File: src/rtl/md_unit_iter_if.sv
// rtl/md_unit_iter_if.sv - EX-stage bundle between the pipeline and the HI/LO multiply/divide unit
interface md_unit_iter_if #(
    parameter int WIDTH = 32
);
    logic [3:0]       md_op;
    logic             flush;
    logic [WIDTH-1:0] rs;
    logic [WIDTH-1:0] rt;
    logic             start;
    logic             busy;
    logic [WIDTH-1:0] hi;
    logic [WIDTH-1:0] lo;
    logic [WIDTH-1:0] md_out;

    // Pipeline side: issues ops and operands, observes stall and HI/LO.
    modport master (
        output md_op, flush, rs, rt,
        input  start, busy, hi, lo, md_out
    );

    // Unit side.
    modport slave (
        input  md_op, flush, rs, rt,
        output start, busy, hi, lo, md_out
    );
endinterface

File: src/rtl/md_unit_iter.sv
// rtl/md_unit_iter.sv - parametrised HI/LO multiply/divide unit with iterative restoring divider
module md_unit_iter #(
    parameter int WIDTH   = 32,
    parameter int MUL_LAT = 5
) (
    input  logic          clk,
    input  logic          reset,
    md_unit_iter_if.slave bus
);
    localparam int CNT_MAX = (MUL_LAT > WIDTH) ? MUL_LAT : WIDTH;
    localparam int CW      = $clog2(CNT_MAX + 1);

    localparam logic [1:0] S_IDLE = 2'd0;
    localparam logic [1:0] S_MUL  = 2'd1;
    localparam logic [1:0] S_DIV  = 2'd2;

    localparam logic [CW-1:0] MUL_LAST = CW'(MUL_LAT - 1);
    localparam logic [CW-1:0] DIV_LAST = CW'(WIDTH - 1);
    localparam logic [WIDTH-1:0] MOST_NEG = {1'b1, {(WIDTH-1){1'b0}}};

    logic [1:0]       r_state;
    logic [3:0]       r_op;
    logic [CW-1:0]    r_cnt;
    logic [WIDTH-1:0] r_a;      // raw rs: multiplicand, or dividend for the /0 and overflow results
    logic [WIDTH-1:0] r_b;      // multiplier, or |divisor|
    logic [WIDTH-1:0] r_rem;    // partial remainder
    logic [WIDTH-1:0] r_quo;    // dividend bits shift out the top while quotient bits shift in
    logic             r_qneg;
    logic             r_rneg;
    logic             r_dz;
    logic             r_ovf;
    logic [WIDTH-1:0] r_hi;
    logic [WIDTH-1:0] r_lo;

    // Issue decode
    logic             w_start;
    logic             w_is_div;
    logic             w_div_signed;
    logic             w_rs_neg;
    logic             w_rt_neg;
    logic [WIDTH-1:0] w_rs_abs;
    logic [WIDTH-1:0] w_rt_abs;

    assign w_start      = !bus.flush && (((bus.md_op >= 4'd1) && (bus.md_op <= 4'd4)) ||
                                         ((bus.md_op >= 4'd9) && (bus.md_op <= 4'd12)));
    assign w_is_div     = (bus.md_op == 4'd3) || (bus.md_op == 4'd4);
    assign w_div_signed = (bus.md_op == 4'd3);
    assign w_rs_neg     = w_div_signed & bus.rs[WIDTH-1];
    assign w_rt_neg     = w_div_signed & bus.rt[WIDTH-1];
    assign w_rs_abs     = w_rs_neg ? -bus.rs : bus.rs;
    assign w_rt_abs     = w_rt_neg ? -bus.rt : bus.rt;

    // Multiply: sign- or zero-extended operands, product taken mod 2^(2*WIDTH)
    logic                 w_mul_signed;
    logic [2*WIDTH-1:0]   w_ext_a;
    logic [2*WIDTH-1:0]   w_ext_b;
    logic [2*WIDTH-1:0]   w_prod;
    logic [2*WIDTH-1:0]   w_mul_res;

    assign w_mul_signed = (r_op == 4'd1) || (r_op == 4'd9) || (r_op == 4'd11);
    assign w_ext_a      = w_mul_signed ? {{WIDTH{r_a[WIDTH-1]}}, r_a} : {{WIDTH{1'b0}}, r_a};
    assign w_ext_b      = w_mul_signed ? {{WIDTH{r_b[WIDTH-1]}}, r_b} : {{WIDTH{1'b0}}, r_b};
    assign w_prod       = w_ext_a * w_ext_b;
    assign w_mul_res    = ((r_op == 4'd9) || (r_op == 4'd10)) ? ({r_hi, r_lo} + w_prod) :
                          ((r_op == 4'd11) || (r_op == 4'd12)) ? ({r_hi, r_lo} - w_prod) : w_prod;

    // One restoring step: shift in the next dividend bit, subtract if it fits.
    // When the subtraction fits, the true difference is below the divisor, so W bits suffice.
    logic [WIDTH:0]   w_shift;
    logic             w_ge;
    logic [WIDTH-1:0] w_diff;
    logic [WIDTH-1:0] w_rem_nx;
    logic [WIDTH-1:0] w_quo_nx;
    logic [WIDTH-1:0] w_q_fin;
    logic [WIDTH-1:0] w_r_fin;

    assign w_shift  = {r_rem, r_quo[WIDTH-1]};
    assign w_ge     = (w_shift >= {1'b0, r_b});
    assign w_diff   = w_shift[WIDTH-1:0] - r_b;
    assign w_rem_nx = w_ge ? w_diff : w_shift[WIDTH-1:0];
    assign w_quo_nx = {r_quo[WIDTH-2:0], w_ge};
    assign w_q_fin  = r_qneg ? -w_quo_nx : w_quo_nx;
    assign w_r_fin  = r_rneg ? -w_rem_nx : w_rem_nx;

    assign bus.start = w_start;
    assign bus.busy  = (r_state != S_IDLE);
    assign bus.hi    = r_hi;
    assign bus.lo    = r_lo;

    // mfhi/mflo read port; decodes regardless of busy
    always_comb begin
        bus.md_out = '0;
        if (bus.md_op == 4'd5)
            bus.md_out = r_hi;
        else if (bus.md_op == 4'd6)
            bus.md_out = r_lo;
    end

    // Control FSM, iteration datapath and HI/LO write-back
    always_ff @(posedge clk) begin
        if (reset) begin
            r_state <= S_IDLE;
            r_op    <= '0;
            r_cnt   <= '0;
            r_a     <= '0;
            r_b     <= '0;
            r_rem   <= '0;
            r_quo   <= '0;
            r_qneg  <= 1'b0;
            r_rneg  <= 1'b0;
            r_dz    <= 1'b0;
            r_ovf   <= 1'b0;
            r_hi    <= '0;
            r_lo    <= '0;
        end else begin
            case (r_state)
                S_IDLE: begin
                    if (w_start) begin
                        r_op  <= bus.md_op;
                        r_cnt <= '0;
                        r_a   <= bus.rs;
                        r_rem <= '0;
                        if (w_is_div) begin
                            r_state <= S_DIV;
                            r_b     <= w_rt_abs;
                            r_quo   <= w_rs_abs;
                            r_qneg  <= w_rs_neg ^ w_rt_neg;
                            r_rneg  <= w_rs_neg;
                            r_dz    <= (bus.rt == '0);
                            r_ovf   <= w_div_signed && (bus.rs == MOST_NEG) && (bus.rt == '1);
                        end else begin
                            r_state <= S_MUL;
                            r_b     <= bus.rt;
                        end
                    end else if (!bus.flush && (bus.md_op == 4'd7)) begin
                        r_hi <= bus.rs;
                    end else if (!bus.flush && (bus.md_op == 4'd8)) begin
                        r_lo <= bus.rs;
                    end
                end
                S_MUL: begin
                    if (bus.flush) begin
                        r_state <= S_IDLE;
                    end else if (r_cnt == MUL_LAST) begin
                        {r_hi, r_lo} <= w_mul_res;
                        r_state      <= S_IDLE;
                    end else begin
                        r_cnt <= r_cnt + CW'(1);
                    end
                end
                S_DIV: begin
                    if (bus.flush) begin
                        r_state <= S_IDLE;
                    end else begin
                        r_rem <= w_rem_nx;
                        r_quo <= w_quo_nx;
                        if (r_cnt == DIV_LAST) begin
                            r_state <= S_IDLE;
                            if (r_dz) begin
                                r_lo <= '1;
                                r_hi <= r_a;
                            end else if (r_ovf) begin
                                r_lo <= r_a;
                                r_hi <= '0;
                            end else begin
                                r_lo <= w_q_fin;
                                r_hi <= w_r_fin;
                            end
                        end else begin
                            r_cnt <= r_cnt + CW'(1);
                        end
                    end
                end
                default: r_state <= S_IDLE;
            endcase
        end
    end
endmodule

File: src/flat_wrapper.sv
// flat-port wrapper written by rule: the top's interface ports become plain ports
module md_unit_iter_flat 
#(
    parameter int WIDTH   = 32,
    parameter int MUL_LAT = 5
)
  (clk, reset, bus_md_op, bus_flush, bus_rs, bus_rt, bus_start, bus_busy, bus_hi, bus_lo, bus_md_out);
  md_unit_iter_if #(.WIDTH(WIDTH)) bus_i ();
  input  logic clk;
  input  logic reset;
  input wire logic [$bits(bus_i.md_op)-1:0] bus_md_op;
  input wire logic [$bits(bus_i.flush)-1:0] bus_flush;
  input wire logic [$bits(bus_i.rs)-1:0] bus_rs;
  input wire logic [$bits(bus_i.rt)-1:0] bus_rt;
  output wire logic [$bits(bus_i.start)-1:0] bus_start;
  output wire logic [$bits(bus_i.busy)-1:0] bus_busy;
  output wire logic [$bits(bus_i.hi)-1:0] bus_hi;
  output wire logic [$bits(bus_i.lo)-1:0] bus_lo;
  output wire logic [$bits(bus_i.md_out)-1:0] bus_md_out;
  assign bus_i.md_op = bus_md_op;
  assign bus_i.flush = bus_flush;
  assign bus_i.rs = bus_rs;
  assign bus_i.rt = bus_rt;
  assign bus_start = bus_i.start;
  assign bus_busy = bus_i.busy;
  assign bus_hi = bus_i.hi;
  assign bus_lo = bus_i.lo;
  assign bus_md_out = bus_i.md_out;
  md_unit_iter #(.WIDTH(WIDTH), .MUL_LAT(MUL_LAT)) u_core (.clk(clk), .reset(reset), .bus(bus_i));
endmodule
File: config.mk
export PLATFORM = sky130hd
export DESIGN_NAME = md_unit_iter_flat
export DESIGN_NICKNAME = d
export VERILOG_FILES = /design/src/rtl/md_unit_iter_if.sv /design/src/rtl/md_unit_iter.sv /design/src/flat_wrapper.sv
export SDC_FILE = /design/constraint.sdc
export NUM_CORES = 2
export LEC_CHECK = 0
export BUFFER_PORTS_ARGS = -buffer_cell sky130_fd_sc_hd__buf_2
export CELL_PAD_IN_SITES_DETAIL_PLACEMENT = 0
export CELL_PAD_IN_SITES_GLOBAL_PLACEMENT = 2
export CORE_ASPECT_RATIO = 0.75
export CORE_MARGIN = 4
export CORE_UTILIZATION = 37
export CTS_CLUSTER_DIAMETER = 40
export DETAILED_ROUTE_END_ITERATION = 6
export PLACE_DENSITY_LB_ADDON = 0.1
export SYNTH_ARGS = -nofsm -noshare
export SYNTH_HDL_FRONTEND = slang
export SYNTH_SLANG_ARGS = --single-unit
File: constraint.sdc
create_clock -name clk -period 11.05 [get_ports clk]
set_clock_uncertainty 0.05 [all_clocks]
set_input_delay 3.315 -clock clk [delete_from_list [all_inputs] [get_ports clk]]
set_output_delay 3.315 -clock clk [all_outputs]
set_load 0.03 [all_outputs]
## Word level (Yosys, flattened, before mapping)

Cells that the tools add are included.

| word-level totals | value |
|---|---|
| register bits | 208 |

| cells by class | value |
|---|---|
| $add $sub $neg | 8 |
| $mul | 1 |
| eq/ne operators | 31 |
| order comparisons | 5 |
| reduce and logical (&&, ||, !) cells | 27 |
| bitwise logic cells | 3 |
| multiplexer cells | 51 |

Operators with widths:

| operator | number |
|---|---|
| two-way mux 32 bit | 30 |
| two-way mux 64 bit | 4 |
| case mux 32 bit (3 select lines) | 2 |
| negation 32 bit | 4 |
| case mux 32 bit (2 select lines) | 2 |
| adder 64 bit | 1 |
| equality test 32 bit, second input constant | 2 |
| multiplier 64 x 64 -> 64 bit | 1 |
| subtractor 64 bit | 1 |
| >= comparator 33 x 32 -> 1 bit | 1 |
| zero test 32 bit | 1 |
| subtractor 32 bit | 1 |
| two-way mux 6 bit | 5 |
| equality test 4 bit, second input constant | 5 |
| case mux 6 bit (3 select lines) | 1 |
| equality test 4 x 3 -> 1 bit, second input constant | 4 |
| inequality test 2 bit, second input constant | 7 |
| two-way mux 2 bit | 6 |
| inequality test 2 x 1 -> 1 bit, second input constant | 5 |
| AND reduction 3 bit | 3 |
| AND reduction 8 bit | 1 |
| logical AND 1 bit | 7 |
| AND reduction 7 bit | 1 |
| adder 6 x 1 -> 6 bit, second input constant | 1 |
| other kinds (22) | 30 |

## Depth between registers and ports, before layout

| depth | value |
|---|---|
| word-level depth | 11 |
| mapped depth | 49 |
| depth with buffers taken out | 46 |

## Least setup slack after synthesis

No wires, ideal clock.

| path | value |
|---|---|
| path kind | register -> register |
| from | reg u_core.r_op[1] |
| to | reg u_core.r_hi[31], in the netlist u_core.bus.hi[31] |
| path buffers | 3 |
| stages on the path, launching flop included | 42 |
| period minus slack after synthesis | 11,614 ps |
| setup slack | -564 ps |
| arrival | 11,442 ps |
| library setup time | 122 ps |
| path through | dfxtp_1 nor2b_1 nor3b_1 and2_1 clkbuf_1 clkbuf_1 nand2_1 fa_1 inv_1 fa_1 fa_1 inv_1 fa_1 fa_1 inv_1 fa_1 fa_1 fa_1 [... 6 more ...] nand2_1 nor3_1 a41oi_1 o21ai_0 o21bai_1 a31o_2 a31oi_1 xnor2_1 ha_1 nand4_1 or4_1 a211oi_1 o21ai_0 o311ai_0 mux2i_1 nand3_1 xnor2_1 a221o_1 |

| on the way | value |
|---|---|
| word-level cells in the longest chain between the ends | 11 |
| elaborated cells on any way between the ends | 19 |

Ends and longest elaborated chain:

| what | RTL line | RTL |
|---|---|---|
| start, declared | md_unit_iter.sv:22 | `logic [3:0] r_op;` |
| start signal, assigned | md_unit_iter.sv:119 | `r_op <= bus.md_op;` |
| equality test 4 x 1 -> 1 bit or equality test 4 bit (tied branches) | md_unit_iter.sv:60, md_unit_iter.sv:64 |  |
| logical OR 1 bit (2 in a row) | md_unit_iter.sv:60 | `assign w_mul_signed = (r_op == 4'd1) \|\| (r_op == 4'd9) \|\| (r_op == 4'd11);` |
| two-way mux 64 bit, on equally long branches | md_unit_iter.sv:61, md_unit_iter.sv:62 |  |
| multiplier 64 x 64 -> 64 bit | md_unit_iter.sv:63 | `assign w_prod = w_ext_a * w_ext_b;` |
| subtractor 64 bit | md_unit_iter.sv:65 | `((r_op == 4'd11) \|\| (r_op == 4'd12)) ? ({r_hi, r_lo} - w_prod) : w_prod;` |
| two-way mux 64 bit | md_unit_iter.sv:65 |  |
| two-way mux 64 bit * | md_unit_iter.sv:64 | `assign w_mul_res = ((r_op == 4'd9) \|\| (r_op == 4'd10)) ? ({r_hi, r_lo} + w_prod) :` |
| two-way mux 32 bit * | md_unit_iter.sv:144 | `end else if (r_cnt == MUL_LAST) begin` |
| two-way mux 32 bit * | md_unit_iter.sv:142 | `if (bus.flush) begin` |
| case mux 32 bit (3 select lines) * | md_unit_iter.sv:116 | `case (r_state)` |
| end signal, assigned | md_unit_iter.sv:136 | `r_hi <= bus.rs;` |
| end signal, assigned | md_unit_iter.sv:145 | `{r_hi, r_lo} <= w_mul_res;` |
| end signal, assigned | md_unit_iter.sv:161 | `r_hi <= r_a;` |
| end, declared | md_unit_iter.sv:32 | `logic [WIDTH-1:0] r_hi;` |

Every way passes the cells marked *; elsewhere a longest branch is shown, timed or not. The select of a mux whose other input is x is not followed.
A chain may end at the register's enable or synchronous reset.

## Worst setup path in the final report

| path | value |
|---|---|
| from | reg u_core.r_op[1] |
| to | reg u_core.r_hi[23], in the netlist u_core.bus.hi[23] |

The elaborated chain is that of the path after synthesis.

==> impl_metrics.ini <==
[timing]
fin_ws_ps = -213
min_period_over_period = 1.02
fmax_mhz = 88.8
setup_viol_count_final = 8
maxSlewHeadroom = 0.129
min_period_ps = 11260
slew_viol_final = 0
tightest_slew_ps = 1300
rsz0062_at_grt = true
hold_viol_final = 0

[yosys]
synth_area_leaders = fa_1 40%, inv_1 9.5%, ha_1 8.4%
syn_inst = 8603
synth.yosys.seq_area_share = 0.0586
yosys_warnings = 0
synth-edff-count = 0
ys_async_sr_fraction = 0
synth.top_cell.area_share = 0.402
synth_fp_nets = 10600
synth.avg_cell_area_um2 = 8.26
yosys.area.top_type = fa_1
ys_ff_latch = 208
synth_most_common_cell = inv_1
synth_area_um2 = 71000
ys_types = 97
synth_common_cells = 1797 x inv_1, 1425 x fa_1, 1156 x nand2_1
ys.flop_type = dfxtp_1

[routing]
drt_iter0_markers = 5917
avgRoutedWirePerCell_um = 26.4
routed_wl_um = 319000
postRouteAntennaNets = 0
viasPerCell = 5.39
drt_first_pass_iters = 7
drc_errors = 0
via_count = 65300

[flow_run]
maxCapViolations = 0

[floorplanning]
row_count = 138
ios = 169
die_area_um2 = 199000
fp.dieH_um = 387
fp.coreArea_um2 = 190000
start_util = 0.374
dieWidth_um = 514

[clock_tree]
cts_htree_levels = 2
cts.hold.buffers_added = 0
clk_latency_ps = 630
clkTransAtPathRegs_ps = 70
clock-sinks = 208
clock_path_buffers = 3
cts_tree = done
cts_root_buf = clkbuf_16
cts_buffers = 41

[critical_path]
crit_path_top_delay_cell = fa_1
cp_slowest_stage_delay_ps = 550
endpoint_kind = flop
arrival_ps = 11700
crit_top_cell = fa_1
required_ps = 11490
startpoint_type = flop
crit_type = reg -> reg
crit_fanout = 5

[finish]
design_area_um2 = 88500
regArea_um2 = 4260
fin_cells = 12100
area_growth_pct = 24.6
fillers = 18900
multiInputGateArea_um2 = 61800
fin_nets = 11500
final_layout_size_suffix_gt1_frac = 0.223

[pwr]
powerDensity_nw_per_um2 = 124
vdd_drop_max_mv = 0.104
power_leakage_nw = 43.2

[placed_design]
gp_congestion = 0.959
portBuffers = 168
placed_cell_area_um2 = 82200
placed_cells = 11900
post-dp-hpwl_um = 270000

[min_path]
min_path_type = reg -> reg

[grt]
grt_use_total = 0.317
grt_overflow = 0
antenna_found_initial = 40
grt_pass1_wl_um = 468000
grt_pass1_vias = 66100
grt_max_degree = 140

[outcome]
status = complete, but fails checks
violations = negative setup slack
==> worst paths after layout <==
kind	slack, ps	start	endpoint	cells past startpoint
hold reg to reg	440	u_core.r_cnt[5]$_SDFFE_PP0P_	u_core.r_cnt[5]$_SDFFE_PP0P_	2
hold / removal	440	u_core.r_cnt[5]$_SDFFE_PP0P_	u_core.r_cnt[5]$_SDFFE_PP0P_	2
setup / recovery	-210	u_core.r_op[1]$_SDFFE_PP0P_	u_core.bus.hi[23]$_SDFFE_PP0P_	48
setup reg to reg	-210	u_core.r_op[1]$_SDFFE_PP0P_	u_core.bus.hi[23]$_SDFFE_PP0P_	48
==> state kept, by name, summed over array words and instances (netlist names) <==
register and count:
u_core.bus.hi 32, u_core.bus.lo 32, u_core.r_a 32, u_core.r_b 32, u_core.r_cnt 6, u_core.r_dz 1, u_core.r_op 4, u_core.r_ovf 1
u_core.r_qneg 1, u_core.r_quo 32, u_core.r_rem 32, u_core.r_rneg 1, u_core.r_state 2
==> placed cells by master (no fill, tap or decap), types with 47 or more instances in the layout <==
master    Yosys  routed
a211oi_1     85      63
a21o_1       64      64
a21oi_1     434     353
a21oi_2       0      60
and2_1      364     358
and3_1       50      47
buf_2        10     167
buf_4         0    1069
buf_6         2      99
dfxtp_1     208     153
fa_1       1425    1397
ha_1        477     414
ha_4          0      55
inv_1      1797    1744
nand2_1    1156    1122
nand3_1      69      61
nor2_1      407     383
nor3_1       79      67
o21ai_0     267     223
o31ai_1      58      47
xnor2_1     192     166
xor2_1      101      87
==> logic make-up after synthesis <==
kind of cell,Yosys count,synth area share
DFF,208,0.0586
adders and majority gates,1906,0.486
AOI/OAI and AO/OA,1462,0.136
buffers and inverters,2308,0.122
xor gates and xnor gates,293,0.0361
muxes,39,0.00571
and+or+nand+nor,2387,0.155
==> layer usage <==
metal  wire length (um)  global-route usage  part of all wire  up-vias
li1                   -                   -                 -    28900
met1             153000               0.498              0.48    33700
met2             132000               0.450              0.41     2391
met3              28100              0.0659             0.088      292
met4               6230              0.0535             0.019        6
met5                 36                   0           0.00011        -
==> stage by stage <==
stage,worst slack (ps),hold WS (ps),setup TNS (ps),power [mW],util
after floorplan,-0.151,407,-0.151,4.33,-
after global placement,-1830,423,-28810,8.15,0.433
after detailed placement,-1780,430,-27900,8.11,0.433
after CTS,-232,438,-1290,10.1,0.452
after global routing,-536,454,-6640,11.5,0.466
final,-213,436,-1190,11.0,0.467
==> cell type report <==
| type | instances | share of cell area |
|---|---|---|
| multi-input combinational | 6087 | 0.698 |
| timing repair buffer | 1396 | 0.126 |
| inverter | 1801 | 0.0767 |
| sequential | 208 | 0.0482 |
| tap | 2520 | 0.0356 |
| clock buffer | 50 | 0.0126 |
| clock inverter | 26 | 0.00273 |
| antenna | 19 | 0.000537 |
==> power breakdown <==
group	internal, mW	switching (mW)
clock network	0.753	0.560
logic	3.59	4.99
registers	0.830	0.244
total	5.17	5.79
==> what timing repair did <==
| action | CTS | global route |
|---|---|---|
| gates cloned | 1 | 1 |
| setup buffers | 50 | 68 |
| endpoints found under the setup margin | 37 | 42 |
| resized for setup | 405 | 466 |
| pin swaps | 131 | 264 |
==> critical path, delay by kind of cell, from the launching register on <==
kind | cells | cell delay [ps]
fa+ha+maj | 12 | 5570
simple gates | 10 | 1680
buf+inv | 15 | 1580
compound gates | 10 | 1550
xor+xnor | 1 | 330
flops | 1 | 320
No activity file was read; power rests on OpenSTA's default activity.
